File: src/rtl/attn_tile_if.sv
// Control/handshake bundle for the attention tile controller.
// slave = controller side, master = sequencer/testbench side.
interface attn_tile_if #(
  parameter int N_ROWS  = 4,
  parameter int N_COLS  = 4,
  parameter int K_DEPTH = 8
);
  localparam int RW = (N_ROWS  > 1) ? $clog2(N_ROWS)  : 1;
  localparam int CW = (N_COLS  > 1) ? $clog2(N_COLS)  : 1;
  localparam int KW = (K_DEPTH > 1) ? $clog2(K_DEPTH) : 1;

  logic          start, abort, load_valid, out_ready;
  logic          load_en, compute_en, acc_clr, out_valid, done, busy;
  logic [RW-1:0] row_idx;
  logic [CW-1:0] col_idx;
  logic [KW-1:0] k_idx;
  logic [2:0]    state_out;

  modport slave (
    input  start, abort, load_valid, out_ready,
    output load_en, compute_en, acc_clr, out_valid, done, busy,
           row_idx, col_idx, k_idx, state_out
  );
  modport master (
    output start, abort, load_valid, out_ready,
    input  load_en, compute_en, acc_clr, out_valid, done, busy,
           row_idx, col_idx, k_idx, state_out
  );
endinterface

File: src/rtl/attn_tile_ctrl.sv
// Sweeps an N_ROWS x N_COLS output tile grid: per tile LOAD -> K_DEPTH COMPUTE
// cycles -> WRITE handshake, then a one-cycle DONE pulse after the last tile.
module attn_tile_ctrl #(
  parameter int N_ROWS  = 4,
  parameter int N_COLS  = 4,
  parameter int K_DEPTH = 8
) (
  input logic clk,
  input logic rst,
  attn_tile_if.slave bus
);
  localparam int RW = (N_ROWS  > 1) ? $clog2(N_ROWS)  : 1;
  localparam int CW = (N_COLS  > 1) ? $clog2(N_COLS)  : 1;
  localparam int KW = (K_DEPTH > 1) ? $clog2(K_DEPTH) : 1;
  localparam logic [RW-1:0] ROW_LAST = RW'(N_ROWS - 1);
  localparam logic [CW-1:0] COL_LAST = CW'(N_COLS - 1);
  localparam logic [KW-1:0] K_LAST   = KW'(K_DEPTH - 1);

  typedef enum logic [2:0] {
    S_IDLE    = 3'd0,
    S_LOAD    = 3'd1,
    S_COMPUTE = 3'd2,
    S_WRITE   = 3'd3,
    S_DONE    = 3'd4
  } state_e;

  state_e        state_q;
  logic [RW-1:0] row_q;
  logic [CW-1:0] col_q;
  logic [KW-1:0] k_q;

  always_ff @(posedge clk or posedge rst) begin
    if (rst) begin
      state_q <= S_IDLE;
      row_q   <= '0;
      col_q   <= '0;
      k_q     <= '0;
    end else if (bus.abort && state_q != S_IDLE) begin
      // abort outranks every other transition and never pulses done
      state_q <= S_IDLE;
      row_q   <= '0;
      col_q   <= '0;
      k_q     <= '0;
    end else begin
      case (state_q)
        S_IDLE: if (bus.start && !bus.abort) begin
          state_q <= S_LOAD;
          row_q   <= '0;
          col_q   <= '0;
          k_q     <= '0;
        end
        S_LOAD: if (bus.load_valid) begin
          state_q <= S_COMPUTE;
          k_q     <= '0;
        end
        S_COMPUTE: begin
          if (k_q == K_LAST) begin
            state_q <= S_WRITE;
            k_q     <= '0;
          end else begin
            k_q <= k_q + 1'b1;
          end
        end
        S_WRITE: if (bus.out_ready) begin
          if (col_q == COL_LAST) begin
            col_q <= '0;
            if (row_q == ROW_LAST) begin
              row_q   <= '0;
              state_q <= S_DONE;
            end else begin
              row_q   <= row_q + 1'b1;
              state_q <= S_LOAD;
            end
          end else begin
            col_q   <= col_q + 1'b1;
            state_q <= S_LOAD;
          end
        end
        S_DONE: state_q <= S_IDLE;
        default: begin
          state_q <= S_IDLE;
          row_q   <= '0;
          col_q   <= '0;
          k_q     <= '0;
        end
      endcase
    end
  end

  // Moore decodes of registered state only, so reset clears them immediately
  assign bus.load_en    = (state_q == S_LOAD);
  assign bus.compute_en = (state_q == S_COMPUTE);
  assign bus.acc_clr    = (state_q == S_COMPUTE) && (k_q == '0);
  assign bus.out_valid  = (state_q == S_WRITE);
  assign bus.done       = (state_q == S_DONE);
  assign bus.busy       = (state_q != S_IDLE);
  assign bus.row_idx    = row_q;
  assign bus.col_idx    = col_q;
  assign bus.k_idx      = k_q;
  assign bus.state_out  = state_q;
endmodule

File: src/flat_wrapper.sv
// flat-port wrapper written by rule: the top's interface ports become plain ports
module attn_tile_ctrl_flat 
#(
  parameter int N_ROWS  = 4,
  parameter int N_COLS  = 4,
  parameter int K_DEPTH = 8
)
  (clk, rst, bus_start, bus_abort, bus_load_valid, bus_out_ready, bus_load_en, bus_compute_en, bus_acc_clr, bus_out_valid, bus_done, bus_busy, bus_row_idx, bus_col_idx, bus_k_idx, bus_state_out);
  attn_tile_if #(.N_ROWS(N_ROWS), .N_COLS(N_COLS), .K_DEPTH(K_DEPTH)) bus_i ();
  input logic clk;
  input logic rst;
  input wire logic [$bits(bus_i.start)-1:0] bus_start;
  input wire logic [$bits(bus_i.abort)-1:0] bus_abort;
  input wire logic [$bits(bus_i.load_valid)-1:0] bus_load_valid;
  input wire logic [$bits(bus_i.out_ready)-1:0] bus_out_ready;
  output wire logic [$bits(bus_i.load_en)-1:0] bus_load_en;
  output wire logic [$bits(bus_i.compute_en)-1:0] bus_compute_en;
  output wire logic [$bits(bus_i.acc_clr)-1:0] bus_acc_clr;
  output wire logic [$bits(bus_i.out_valid)-1:0] bus_out_valid;
  output wire logic [$bits(bus_i.done)-1:0] bus_done;
  output wire logic [$bits(bus_i.busy)-1:0] bus_busy;
  output wire logic [$bits(bus_i.row_idx)-1:0] bus_row_idx;
  output wire logic [$bits(bus_i.col_idx)-1:0] bus_col_idx;
  output wire logic [$bits(bus_i.k_idx)-1:0] bus_k_idx;
  output wire logic [$bits(bus_i.state_out)-1:0] bus_state_out;
  assign bus_i.start = bus_start;
  assign bus_i.abort = bus_abort;
  assign bus_i.load_valid = bus_load_valid;
  assign bus_i.out_ready = bus_out_ready;
  assign bus_load_en = bus_i.load_en;
  assign bus_compute_en = bus_i.compute_en;
  assign bus_acc_clr = bus_i.acc_clr;
  assign bus_out_valid = bus_i.out_valid;
  assign bus_done = bus_i.done;
  assign bus_busy = bus_i.busy;
  assign bus_row_idx = bus_i.row_idx;
  assign bus_col_idx = bus_i.col_idx;
  assign bus_k_idx = bus_i.k_idx;
  assign bus_state_out = bus_i.state_out;
  attn_tile_ctrl #(.N_ROWS(N_ROWS), .N_COLS(N_COLS), .K_DEPTH(K_DEPTH)) u_core (.clk(clk), .rst(rst), .bus(bus_i));
endmodule
File: config.mk
export PLATFORM = sky130hd
export DESIGN_NAME = attn_tile_ctrl_flat
export DESIGN_NICKNAME = d
export VERILOG_FILES = /design/src/rtl/attn_tile_if.sv /design/src/rtl/attn_tile_ctrl.sv /design/src/flat_wrapper.sv
export SDC_FILE = /design/constraint.sdc
export NUM_CORES = 1
export LEC_CHECK = 0
export ABC_AREA = 1
export ABC_CLOCK_PERIOD_IN_PS = 1840
export BUFFER_PORTS_ARGS = -buffer_cell sky130_fd_sc_hd__buf_4
export CORE_AREA = 3 3 46 58
export CTS_CLUSTER_DIAMETER = 40
export CTS_CLUSTER_SIZE = 28
export DETAILED_ROUTE_END_ITERATION = 6
export DIE_AREA = 0 0 49 61
export SLEW_MARGIN = 0
export SYNTH_ARGS = -nofsm -noshare
export SYNTH_HDL_FRONTEND = slang
export SYNTH_SLANG_ARGS = --single-unit
File: constraint.sdc
create_clock -name clk -period 1.84 [get_ports clk]
set_input_delay 0.092 -clock clk [delete_from_list [all_inputs] [get_ports clk]]
set_output_delay 0.092 -clock clk [all_outputs]
set_load 0.01 [all_outputs]
==> flow_metrics.py <==
metrics = {
    "run_status": {
        "outcome": "finished, final reports clean",
    },
    "clocking": {
        "cts_buffers": 3,
        "h-tree-depth": 1,
        "postCtsSetupRepairBufs": 0,
        "clk_latency_ns": 0.27,
        "cts_sinks": 10,
        "path_clk_slew_ns": 0.07,
        "clockBufferDepth": 2,
        "cts_hold_buf": 1,
        "cts-resized-gates": 0,
        "cts_tree": "yes",
        "clockRootBuffer": "clkbuf_4",
    },
    "synth": {
        "synth_fp_nets": 114,
        "syn_area_per_cell_um2": 7.22,
        "synth.cell_area_um2": 743,
        "synthTopCellsByArea": "dfrtp_1 34%, nand2_1 17%, ha_1 8.4%, inv_1 7.6%, nand3_1 5.4%",
        "yosys_warnings": 0,
        "ys_seq_area_share_pct": 33.7,
        "yosys.area.top_type_share_pct": 33.7,
        "synth_seq_cells": 10,
        "synth_top_area_cell": "dfrtp_1",
        "netlist_instances": 103,
        "synth_cell_types": 20,
    },
    "timing": {
        "final_max_slew_viol_count": 0,
        "finalHoldViolations": 0,
        "fin_crit_ns": 1.53,
        "finalSetupViolations": 0,
        "max_freq_mhz": 654,
        "whs_ns": 0.198,
        "setup_tns_ns": 0,
        "skew_ns": 0.0106,
        "tightest_slew_ns": 0.387,
        "slew_headroom_pct": 74.2,
        "fin_crit_sh_pct": 83.1,
        "grt_setup_unrepaired": "no",
    },
    "route": {
        "via_per_inst": 4.52,
        "drc": 0,
        "vias": 718,
        "wire_per_inst_um": 10.3,
        "routed_wl_mm": 1.64,
        "drt_first_pass_iters": 4,
        "drt-initial-drc-count": 11,
        "drtAntennaViolNets": 0,
    },
    "grt": {
        "grt_pass1_wl_mm": 2.74,
        "grt_max_degree": 11,
        "antenna_found_initial": 0,
        "grt_overflow_total": 0,
        "grt_use_total_pct": 12.0,
        "grt_pass1_vias": 644,
    },
    "die": {
        "row_count": 19,
        "core_um2": 2210,
        "dieWidth_um": 49,
        "io_pins": 22,
        "start_util_pct": 33.6,
        "die_height_um": 61,
        "die_area_um2": 2990,
    },
    "cells_and_area": {
        "final_core_util_pct": 44.0,
        "diodes": 0,
        "instances_no_fill": 159,
        "drive_gt1_share_pct": 31.3,
        "area_growth_pct": 30.8,
        "fin_nets": 141,
    },
    "critical_path": {
        "startpoint": "u_core.bus.state_out[0]",
        "end_kind": "primary output",
        "worstPathRequired_ns": 1.75,
        "critical_path_class": "reg -> out",
        "r2r_start": "u_core.bus.state_out[0]",
        "setup.worst_path.start_class": "flip-flop",
        "cp_data_arrival_time_ns": 1.44,
        "worstPathMaxFanout": 8,
    },
    "power": {
        "p_leak_uw": 0.000588,
        "peakVddDrop_uv": 620,
        "powerDensity_nw_per_um2": 1220,
    },
    "placed_design": {
        "dp.cells": 155,
        "dp_hpwl_mm": 1.36,
        "portBuffers": 21,
        "gp_congestion": 0.787,
    },
    "worst_hold_path": {
        "worstHoldStart": "bus_abort",
        "hp-class": "in -> reg",
    },
    "job": {
        "cap_violations": 0,
    },
}
report_power, final:
part,internal [uW],switching (uW)
logic,287,403
registers,267,76.4
clock network,75.4,74.3
total,629,554
layout make-up:
cell class              count  area [um^2]
repair buffers             22          168
inverters                  17         63.8
well taps                  31         38.8
multi-input cells          76          429
flip-flops and latches     10          250
fillers                   242         1240
clock buffers               3         22.5
worst max-delay path, cell delays in order (launching register included):
cell and delay (ns):
dfrtp_1 0.47, nor2_2 0.25, nand2_1 0.10, inv_1 0.10, nand2_1 0.05, nor2_1 0.08, buf_4 0.12
layout by cell type (no fill, tap or decap):
cell            n
nor2_1          8
dfrtp_1        10
ha_1            5
inv_1          15
a21oi_1         1
o21bai_1        1
nor3_1          2
nand3_2         3
or2_2           1
nor2_4          1
dlygate4sd3_1   1
nand2_4         1
nand3_4         1
nand4_1         3
nand2_1        33
o21ai_0         1
nand2_2         4
nor2_2          2
inv_2           2
nand3_1         8
buf_4          21
clkbuf_4        3
o211ai_2        1
stage by stage:
step | power [uW] | area (um^2) | setup WS [ns]
6_report | 1180 | 972 | 0.311
5_1_grt | 1300 | 972 | 0.180
4_1_cts | 1200 | 972 | 0.296
3_3_place_gp | 1030 | 940 | 0.475
3_5_place_dp | 1040 | 940 | 0.461
2_1_floorplan | 796 | 743 | 0.498
sequential cells by signal (all words and copies together) (netlist names):
register and flops:
u_core.bus.row_idx 2, u_core.bus.state_out 3, u_core.bus.col_idx 2, u_core.bus.k_idx 3
final timing paths:
check                                          endpoint  slack (ns)  cells after the start
worst max-delay path                        bus_acc_clr        0.31                      6
worst min-delay path            u_core.bus.state_out[2]        0.20                      4
worst max register to register    u_core.bus.col_idx[0]        0.43                      7
worst min register to register    u_core.bus.row_idx[1]        0.51                      2
max in group asynchronous         u_core.bus.col_idx[1]        1.20                      3
min in group asynchronous           u_core.bus.k_idx[1]        0.35                      3
cell usage after synthesis:
cell type / count
o21bai_1: 1
nor2_4: 1
ha_1: 5
o211ai_2: 1
nand3_4: 1
nand2_1: 33
nor3_1: 2
inv_2: 2
nand3_2: 3
nor2_2: 2
nand4_1: 3
dfrtp_1: 10
inv_1: 15
nor2_1: 8
o21ai_0: 1
or2_2: 1
nand2_4: 1
nand2_2: 4
nand3_1: 8
a21oi_1: 1
kinds of logic after synthesis:
group                      synth area share [%]
AOI/OAI and AO/OA                          4.04
adders and majority gates                  8.42
buffers and inverters                      8.59
DFF                                        33.7
and+or+nand+nor                            45.3
metal layers:
metal  vias to the layer above  global-route usage [%]  wire (um)
met4                         0                    7.32         38
met1                       323                    14.4        749
li1                        377                       -          -
met2                        14                    20.8        797
met5                         -                       0          0
met3                         4                    1.72         57
Note: power is estimated with default switching activity, not from simulation.
